### config.mk
export PLATFORM = sky130hd
export DESIGN_NAME = alu_msb
export DESIGN_NICKNAME = d
export VERILOG_FILES = /design/src/rtl/alu_msb.sv
export SDC_FILE = /design/constraint.sdc
export NUM_CORES = 1
export LEC_CHECK = 0
export CORE_AREA = 2 2 39 41
export CTS_BUF_LIST = sky130_fd_sc_hd__clkbuf_4
export DETAILED_ROUTE_END_ITERATION = 10
export DIE_AREA = 0 0 41 43
export PLACE_DENSITY_LB_ADDON = 0.15
export SLEW_MARGIN = 25
export SYNTH_ARGS = -nofsm -noshare
export SYNTH_HDL_FRONTEND = slang
export SYNTH_SLANG_ARGS = --single-unit
export TNS_END_PERCENT = 50
### constraint.sdc
create_clock -name clk -period 0.8 [get_ports clk]
set_input_delay 0.08 -clock clk [delete_from_list [all_inputs] [get_ports clk]]
set_output_delay 0.08 -clock clk [all_outputs]
set_load 0.01 [all_outputs]
### src/rtl/alu_msb.sv
// alu_msb: most-significant-bit slice of a ripple-carry MIPS-style ALU.
// Computes AND / OR / ADD-SUB / LESS pass-through for bit N-1, along with
// the Set bit (adder sum, sign of A-B for SLT) and the word's signed
// Overflow flag. All three outputs are registered (one-cycle latency).
module alu_msb (
    input  logic       clk,
    input  logic       rst_n,
    input  logic       a,
    input  logic       b,
    input  logic       Ainvert,
    input  logic       Binvert,
    input  logic       CarryIn,
    input  logic [1:0] Operation,
    input  logic       Less,
    output logic       Result,
    output logic       Overflow,
    output logic       Set
);

    typedef enum logic [1:0] {
        OP_AND  = 2'd0,
        OP_OR   = 2'd1,
        OP_ADD  = 2'd2,
        OP_LESS = 2'd3
    } alu_op_t;

    alu_op_t op;
    logic    aa;
    logic    bb;
    logic    sum;
    logic    cout;
    logic    result_next;
    logic    overflow_next;
    logic    set_next;

    assign op = alu_op_t'(Operation);

    // Effective operands, full adder and result selection for the MSB.
    always_comb begin
        aa            = a ^ Ainvert;
        bb            = b ^ Binvert;
        sum           = aa ^ bb ^ CarryIn;
        cout          = (aa & bb) | (aa & CarryIn) | (bb & CarryIn);
        // Carry-out is only consumed here: signed overflow of the whole word.
        overflow_next = CarryIn ^ cout;
        set_next      = sum;
        result_next   = 1'b0;
        unique case (op)
            OP_AND:  result_next = aa & bb;
            OP_OR:   result_next = aa | bb;
            OP_ADD:  result_next = sum;
            OP_LESS: result_next = Less;
            default: result_next = 1'b0;
        endcase
    end

    // Output registers: capture every rising edge, cleared asynchronously.
    always_ff @(posedge clk or negedge rst_n) begin
        if (!rst_n) begin
            Result   <= 1'b0;
            Overflow <= 1'b0;
            Set      <= 1'b0;
        end else begin
            Result   <= result_next;
            Overflow <= overflow_next;
            Set      <= set_next;
        end
    end

endmodule

Word-level counts from Yosys, hierarchy flattened. Cells that the tools add are included. Widths: inputs -> output; s select.

Register bits: 3. Latch bits: 0. Memory bits (writable): 0. Bits in read-only memories: 0. Input bits: 10. Word-level logic and storage cells: 19. Memories kept: 0.

$add $sub $neg: 0. $mul: 0. Divide/modulo/power cells: 0. $lt $le $gt $ge: 0. Equal/unequal tests: 3. Shift operators: 0. Mux-type cells: 1. Bitwise operators: 11. Reductions and logical operators: 1.

Operators with widths (number): $xor 1x1->1 (5); $eq 2x2->1 const B (2); $pmux 1 s4 (1); $and 1x1->1 (3); $or 1x1->1 (3); $eq 2x1->1 const B (1); $logic_not 2->1 (1).

Longest topological paths before layout. Gate-level depths: netlist (run 1).

Depth after elaboration: 5. Depth in mapped cells: 5. Depth with buffers taken out: 5.

Worst setup path after synthesis (run 1). No wires, ideal clock.

Path kind: input to register. From: input Ainvert. To: register Result. Library setup time: 139 ps. Arrival time: 1254 ps. Data required time: 661 ps. Path slack: -593 ps. Cell stages on the path: 4. Buffers on the path: 0. Cells stage by stage: xnor2_1 inv_1 fa_1 mux4_2.

Longest elaborated chain between the ends: 4. Elaborated cells on any way between the ends: 6.

RTL lines: start: declaration (RTL line 10) `input logic Ainvert,`; $xor 1x1->1 (RTL line 40) `aa = a ^ Ainvert;`; $xor 1x1->1 (2 in series) (RTL line 42) `sum = aa ^ bb ^ CarryIn;`; named net set_next (RTL line 34) `logic set_next;`; $pmux 1 s4 (RTL line 48) `unique case (op)`; named net result_next (RTL line 32) `logic result_next;`; end signal: assignment (RTL line 64) `Result <= result_next;`; end: declaration (RTL line 15) `output logic Result,`.

The timed path passes the listed nets, and every way through them passes these cells.

Worst setup path in the final report (run 1).
From: input Binvert. To: register Result.

Longest elaborated chain between the ends: 4. Elaborated cells on any way between the ends: 6.

RTL lines: start: declaration (RTL line 11) `input logic Binvert,`; $xor 1x1->1 (RTL line 41) `bb = b ^ Binvert;`; $xor 1x1->1 (2 in series) (RTL line 42); named net set_next (RTL line 34); $pmux 1 s4 (RTL line 48); named net result_next (RTL line 32).

The timed path passes the listed nets, and every way through them passes these cells.

==> metrics.md, run 1 <==
| Metric | Value |
|---|---|
| Result of the run | finished, violations left |
| Failing checks | setup timing |
| Seq cells post-synth | 3 |
| Placed cell count | 44 |
| Max Fanout on Critical Path | 2 |
| Type of origin of the critical path | primary input |
| Max Transition Viols Final | 0 |
| Height of the chip | 43 um |
| Arithmetic-cell share of the synthesized area counting full adders, half adders and majority gates | ~25% |
| Share of final-layout standard cells stronger than drive strength 1 | 59.4% |
| Power density over the cells | about 1700 nW/um^2 |
| Type of the worst setup path | primary input to flip-flop |
| Internal | 0.557 mW |
| Switching power | about 0.17 mW |
| Vias | between 150 and 200 |
| Starting density of the core | 13.0% |
| Worst hold-check path type | primary input to asynchronous set/reset pin |
| Proportion of synthesized flip-flops having asynchronous set or reset | 100% |
| Worst Path Buf+Inv | 1 |
| Mean cell area of the mapped netlist | 13.9 um^2 |
| Pre-antenna DRT Iters | 1 |
| Post-synth top area share | 41.7% |
| Series of cell instances along the critical path | buf_4, xor2_4, fa_2, mux4_2 |
| Routability congestion estimate | 0.553 |
| Worst slew margin relative to its limit | 90.5% |
| # H-tree levels | 1 |
| Cell types occupying the most area after synthesis | dfrtp_1, ha_1, mux4_2 |
| Synth top cells by count | dfrtp_1, inv_1, ha_1, xor2_1 |
| Largest family of logic cells by synthesized area | adder cells |
| Post-layout nets | 46 |
| Ys flop type | dfrtp_1 |
| Unrepaired setup endpoints after global routing | true |
| Cell chosen for the clock root | clkbuf_4 |
| Initial detailed-routing violation count | 0 |
| Leakage dissipation | 0.192 nW |
| CTS tree | built |
| Number of antenna violations at the first check in global routing | 0 |
| Floorplan Core Area | 1380 um^2 |
| Buffers from clock root to sink, at most | 2 |
| Top-level port count | 13 |
| Number of nets produced by synthesis | 26 |
| Area growth syn-to-layout | 132% |
| Floorplan die width | 41 um |
| Combinational group share of total power | between 30% and 40% |
| Final hold violations | 0 |
| Launching element of the worst setup path | Binvert |
| Final number of setup-violating endpoints | 1 |
| Finished layout cell area | 418 um^2 |
| Average via count per standard cell | 3.31 |
| Cell class contributing the biggest share of worst-path delay | adder cells |
| EDFF count, synth | 0 |
| Critical Path RT | 0.90 ns |
| Count of buffers from port buffering | 12 |
| Antenna Violating Nets Remaining | 0 |
| Via count of the first global-routing pass | 170 |
| Largest area contributor in the synthesized netlist | dfrtp_1 |
| Worst setup EP type | flip-flop |
| Final routed DRC violation total | 0 |
| Number of unique standard cell types used by synthesis | 7 |
| Switching Share | 23.1% |
| Share of the cycle needed by the critical path after routing | 149% |
| Total track usage | around 5.4% |
| Setup TNS | -0.394 ns |
| Final setup slack of the worst path | -0.394 ns |
| Highest clock frequency the design can meet | 0.838 GHz |
| Overflow left after global routing | 0 |
| Cell area after synthesis | 180 um^2 |
| Register share of total power | 26.6% |
| Std-Cell Rows | 14 |
| IR drop worst, VDD | 0.387 mV |
| Maximum single-stage delay on the critical path | roughly 0.47 ns |
| Overall routed net length | 337 um |
| Clock input transition at the sequential cells of the worst setup and hold paths | roughly 0.040 ns |
| Fin crit period | 1.19 ns |
| Maximum number of pins on one net before global-route repair | 4 |
| Synthesized instance count | 13 |
| Die Area | roughly 1800 um^2 |
| Crit path arrival time | 1.29 ns |
| Number of sinks handled by clock tree synthesis | 3 |
| Compound-cell area share of the yosys netlist | 0% |
| Actual slew at the worst max-slew pin | 0.142 ns |
| Number of antenna repair diodes | 0 |
| Post-synthesis share of cell area spent on xor and xnor gates | 14.6% |
| HPWL reported at the end of detailed placement | a little under 300 um |
| Number of warnings printed during yosys synthesis | 0 |
| Placed cell areas | 369 um^2 |
| Relative contribution of the clock network to total power | 40.5% |
| Max stage delay cell, worst path | fa_2 |
| Share of synthesized area occupied by flip-flops and latches | a little over two fifths |
| TritonCTS Buffers | 3 |
| Wire length of the first global-routing pass | between 500 and 600 um |
| Post-cts hold buffer count | 0 |
| Basic-gate share of the synthesized area counting and, or, nand and nor cells | 0% |
| Wirelength per Cell | 7.02 um |
| Final instance count without filler cells | 48 |
| Portion of netlist area occupied by mux cells | 12.5% |
| Max-cap check violation count | 0 |
sequential cells by signal, indices dropped and copies added, names as in the netlist:
name / flops
Overflow: 1
Result: 1
Set: 1
logic make-up (layout without fill, tap and decap cells):
kind of cell	after synthesis	after routing
flops	3	3
xor+xnor	3	3
fa+ha+maj	3	3
mux	1	1
buf+inv	3	22
power by group through the flow:
stage | sequential [mW] | clock (mW) | combinational, mW
finish | 0.193 | 0.293 | 0.238
global route | 0.197 | 0.332 | 0.265
CTS | 0.188 | 0.312 | 0.224
detailed placement | 0.191 | 0 | 0.241
global placement | 0.193 | 0 | 0.239
floorplan | 0.211 | 0 | 0.0702
per-stage QoR:
| step | power (mW) | hold WS [ns] | setup slack [ns] | util [%] |
|---|---|---|---|---|
| finish | 0.724 | 0.0334 | -0.394 | 30.2 |
| global route | 0.794 | 0.0194 | -0.423 | 30.2 |
| CTS | 0.724 | 0.0260 | -0.382 | 29.3 |
| detailed placement | 0.432 | 0.276 | -1.15 | 26.7 |
| global placement | 0.432 | 0.274 | -1.14 | 26.7 |
| floorplan | 0.281 | -0.216 | -0.548 | - |
routing by layer:
layer	global-route usage, %	vias up	share of wire, %	wire length (um)
li1	-	76	-	-
met5	0	-	0	0
met3	3.14	0	14	46
met1	3.87	74	26	86
met2	8.44	9	61	205
met4	6.00	0	0	0
what timing repair did:
action                                  4_1_cts  5_1_grt
pin swaps                                     3        0
gates resized for setup                      39        2
buffers inserted                              0        0
endpoints found under the setup margin        6        4
worst max path at each step:
stage | to | depth (start not counted)
6_report | Result$_DFF_PN0_ | 4
5_1_grt | Result$_DFF_PN0_ | 5
4_1_cts | Result$_DFF_PN0_ | 4
3_5_place_dp | Result$_DFF_PN0_ | 5
3_3_place_gp | Result$_DFF_PN0_ | 5
2_1_floorplan | Result$_DFF_PN0_ | 4
area by class of cell:
class	instances	area, um^2
fillers	153	966
repair buffers	15	148
multi-input cells	7	134
flip-flops and latches	3	75.1
clock buffers	4	30.0
well taps	16	20.0
inverters	3	11.3
cells in the final DEF (no fill, tap or decap):
cell and instances:
buf_2 1, buf_4 4, buf_6 3, buf_8 2, clkbuf_4 4, clkdlybuf4s50_1 4
dfrtp_1 3, dlygate4sd2_1 1, fa_2 1, ha_1 2, inv_1 2, inv_2 1
mux4_2 1, xnor2_4 1, xor2_1 1, xor2_4 1
(Power assumes the default switching activity.)
==> inputs of run 2 (changes only) <==
Settings changed: TNS_END_PERCENT 50 to 20.
==> run 2 against run 1 <==
Against the previous run:
- the run still ends with setup timing left
- clock power hardly changed
- critical endpoint unchanged
- routed wire length unchanged
- combinational power is essentially flat
- die area unchanged
- critical path type unchanged
- core utilization unchanged
- first-iteration DRC count unchanged
- critical path depth unchanged
- sequential power barely moved
- clock-buffer cell count is the same
- worst setup slack worse by 0.00067 ns
- sequential cell count stayed put
- sequential share of layout area unchanged
==> metrics.md, run 2 (synthesis results as in run 1) <==
| Metric | Value |
|---|---|
| Power density over the cells | 1730 nW/um^2 (about the same) |
| Max Fanout on Critical Path | 2 (unchanged) |
| Floorplan Core Area | 1380 um^2 (unchanged) |
| Via count of the first global-routing pass | 167 (-1.8%) |
| Met3 Use GR | 3.14% (unchanged) |
| Register share of total power | 26.6% (about the same) |
| Placed cell count | 44 (unchanged) |
| Worst hold-check path type | primary input to asynchronous set/reset pin |
| Count of buffers from port buffering | 12 (unchanged) |
| Buffer count from post-CTS setup fixing | 0 (unchanged) |
| HPWL reported at the end of detailed placement | 298 um (unchanged) |
| Result of the run | finished, violations left |
| Initial detailed-routing violation count | 0 (unchanged) |
| Highest clock frequency the design can meet | 0.837 GHz (about the same) |
| Max-cap check violation count | 0 (unchanged) |
| Final routed DRC violation total | 0 (unchanged) |
| Series of cell instances along the critical path | buf_6, xor2_4, fa_2, mux4_2 |
| Starting density of the core | 13.0% (unchanged) |
| IR drop worst, VDD | 0.393 mV (+1.5%) |
| Pre-antenna DRT Iters | 1 (unchanged) |
| Total of fill cells in the finished design | 152 (-0.65%) |
| Average via count per standard cell | 3.31 (unchanged) |
| Share of the cycle needed by the critical path after routing | 149% (about the same) |
| Std-Cell Rows | 14 (unchanged) |
| Actual slew at the worst max-slew pin | 0.142 ns (unchanged) |
| Flip-flop and latch area | 75.1 um^2 (unchanged) |
| CTS tree | built |
| Final setup slack of the worst path | -0.394 ns (-0.000673 ns) |
| Vias | 159 (unchanged) |
| Number of antenna violations at the first check in global routing | 0 (unchanged) |
| Top-level port count | 13 (unchanged) |
| Global Route met1 Usage | 4.21% (+0.34 points) |
| Type of the worst setup path | primary input to flip-flop |
| Registers with the most flip-flops | Overflow (1), Result (1), Set (1) |
| Internal | 0.557 mW (about the same) |
| Overflow left after global routing | 0 (unchanged) |
| Cell chosen for the clock root | clkbuf_4 |
| Clock input transition at the sequential cells of the worst setup and hold paths | 0.04 ns (about the same) |
| Maximum number of pins on one net before global-route repair | 4 (unchanged) |
| Final hold violations | 0 (unchanged) |
| Wirelength per Cell | 7.02 um (unchanged) |
| Max Transition Viols Final | 0 (unchanged) |
| Number of sinks handled by clock tree synthesis | 3 (unchanged) |
| Die Area | 1760 um^2 (unchanged) |
| Total track usage | 5.43% (+0.0055 points) |
| Hold Worst Slack | 0.0334 ns (-0.000000300 ns) |
| Relative contribution of the clock network to total power | 40.5% (about the same) |
| Share of final-layout standard cells stronger than drive strength 1 | 59.4% (unchanged) |
| Buffers from clock root to sink, at most | 2 (unchanged) |
| Worst setup EP type | flip-flop |
| TritonCTS Buffers | 3 (unchanged) |
| Most common cell after layout, fill and taps aside | buf_6 |
| Final instance count without filler cells | 48 (unchanged) |
| Maximum single-stage delay on the critical path | 0.47 ns (about the same) |
| Leading cell types in the layout, fill and taps excluded | buf_6, clkbuf_4, clkdlybuf4s50_1 |
| Floorplan die width | 41 um (unchanged) |
| Fin crit period | 1.19 ns (+0.000673 ns) |
| Overall Power | 0.724 mW (about the same) |
| Final number of setup-violating endpoints | 1 (unchanged) |
| Routability congestion estimate | 0.553 (unchanged) |
| Type of origin of the critical path | primary input |
| Area of combinational cells with multiple inputs | 134 um^2 (unchanged) |
| Switching power | 0.167 mW (about the same) |
| Post-layout nets | 46 (unchanged) |
| Max stage delay cell, worst path | fa_2 |
| Leakage dissipation | 0.192 nW (about the same) |
| Met2 layer usage reported by global route | 8.13% (-0.31 points) |
| Overall routed net length | 337 um (unchanged) |
| Antenna Violating Nets Remaining | 0 (unchanged) |
| Crit path arrival time | 1.29 ns (about the same) |
| Number of antenna repair diodes | 0 (unchanged) |
| Area growth syn-to-layout | 132% (unchanged) |
| Combinational group share of total power | 32.9% (about the same) |
| # H-tree levels | 1 (unchanged) |
| Height of the chip | 43 um (unchanged) |
| Critical Path RT | 0.90 ns (about the same) |
| Switching Share | 23.1% (about the same) |
| Worst slew margin relative to its limit | 90.5% (unchanged) |
| Failing checks | setup timing |
| Wire length of the first global-routing pass | 593 um (unchanged) |
| Peak-usage layer in the global routing report | met2 |
| Unrepaired setup endpoints after global routing | true |
run 2: routing by layer:
layer	wire, um	up-vias
met3	47	0
met5	0	-
met1	84	74
met4	0	0
met2	205	9
li1	-	76
run 2: worst max-delay path: cells and delay by family:
family / cells / cell delay (ns)
xor+xnor: 1 / 0.18
fa+ha+maj: 1 / 0.47
buf+inv: 1 / 0.10
mux: 1 / 0.46
run 2: power groups by stage:
stage / registers, mW / clock network [mW] / logic [mW]
global route: 0.197 / 0.332 / 0.264
floorplan: 0.211 / 0 / 0.0702
CTS: 0.188 / 0.312 / 0.214
detailed placement: 0.191 / 0 / 0.241
finish: 0.193 / 0.293 / 0.238
global placement: 0.193 / 0 / 0.239
run 2: final timing paths:
check                                      to  slack, ns  depth (start not counted)    start
setup / recovery             Result$_DFF_PN0_      -0.39                          4        b
hold / removal               Result$_DFF_PN0_       0.03                          1    rst_n
max in group asynchronous  Overflow$_DFF_PN0_       0.62                          1    rst_n
min in group clk           Overflow$_DFF_PN0_       0.23                          2  CarryIn
run 2: what timing repair did:
action                                  CTS  global route
resized for setup                        36             4
hold buffers                              0             0
pin swaps                                 3             0
endpoints found under the hold margin     0             0
endpoints found under the setup margin    6             4
run 2: layout make-up:
cell class,instances,share of cell area (%)
clock buffer,4,7.19
sequential,3,18.0
multi-input combinational,7,32.0
inverter,3,2.69
tap,16,4.79
timing repair buffer,15,35.3
run 2: through the flow:
| stage | worst slack, ns | cell area [um^2] | setup TNS [ns] | util (%) |
|---|---|---|---|---|
| final | -0.394 | 418 | -0.394 | 30.2 |
| after global routing | -0.423 | 418 | -0.498 | 30.2 |
| after CTS | -0.390 | 388 | -0.394 | 28.0 |
| after detailed placement | -1.15 | 369 | -2.93 | 26.7 |
| after global placement | -1.14 | 369 | -2.91 | 26.7 |
| after floorplan | -0.548 | 206 | -0.815 | - |
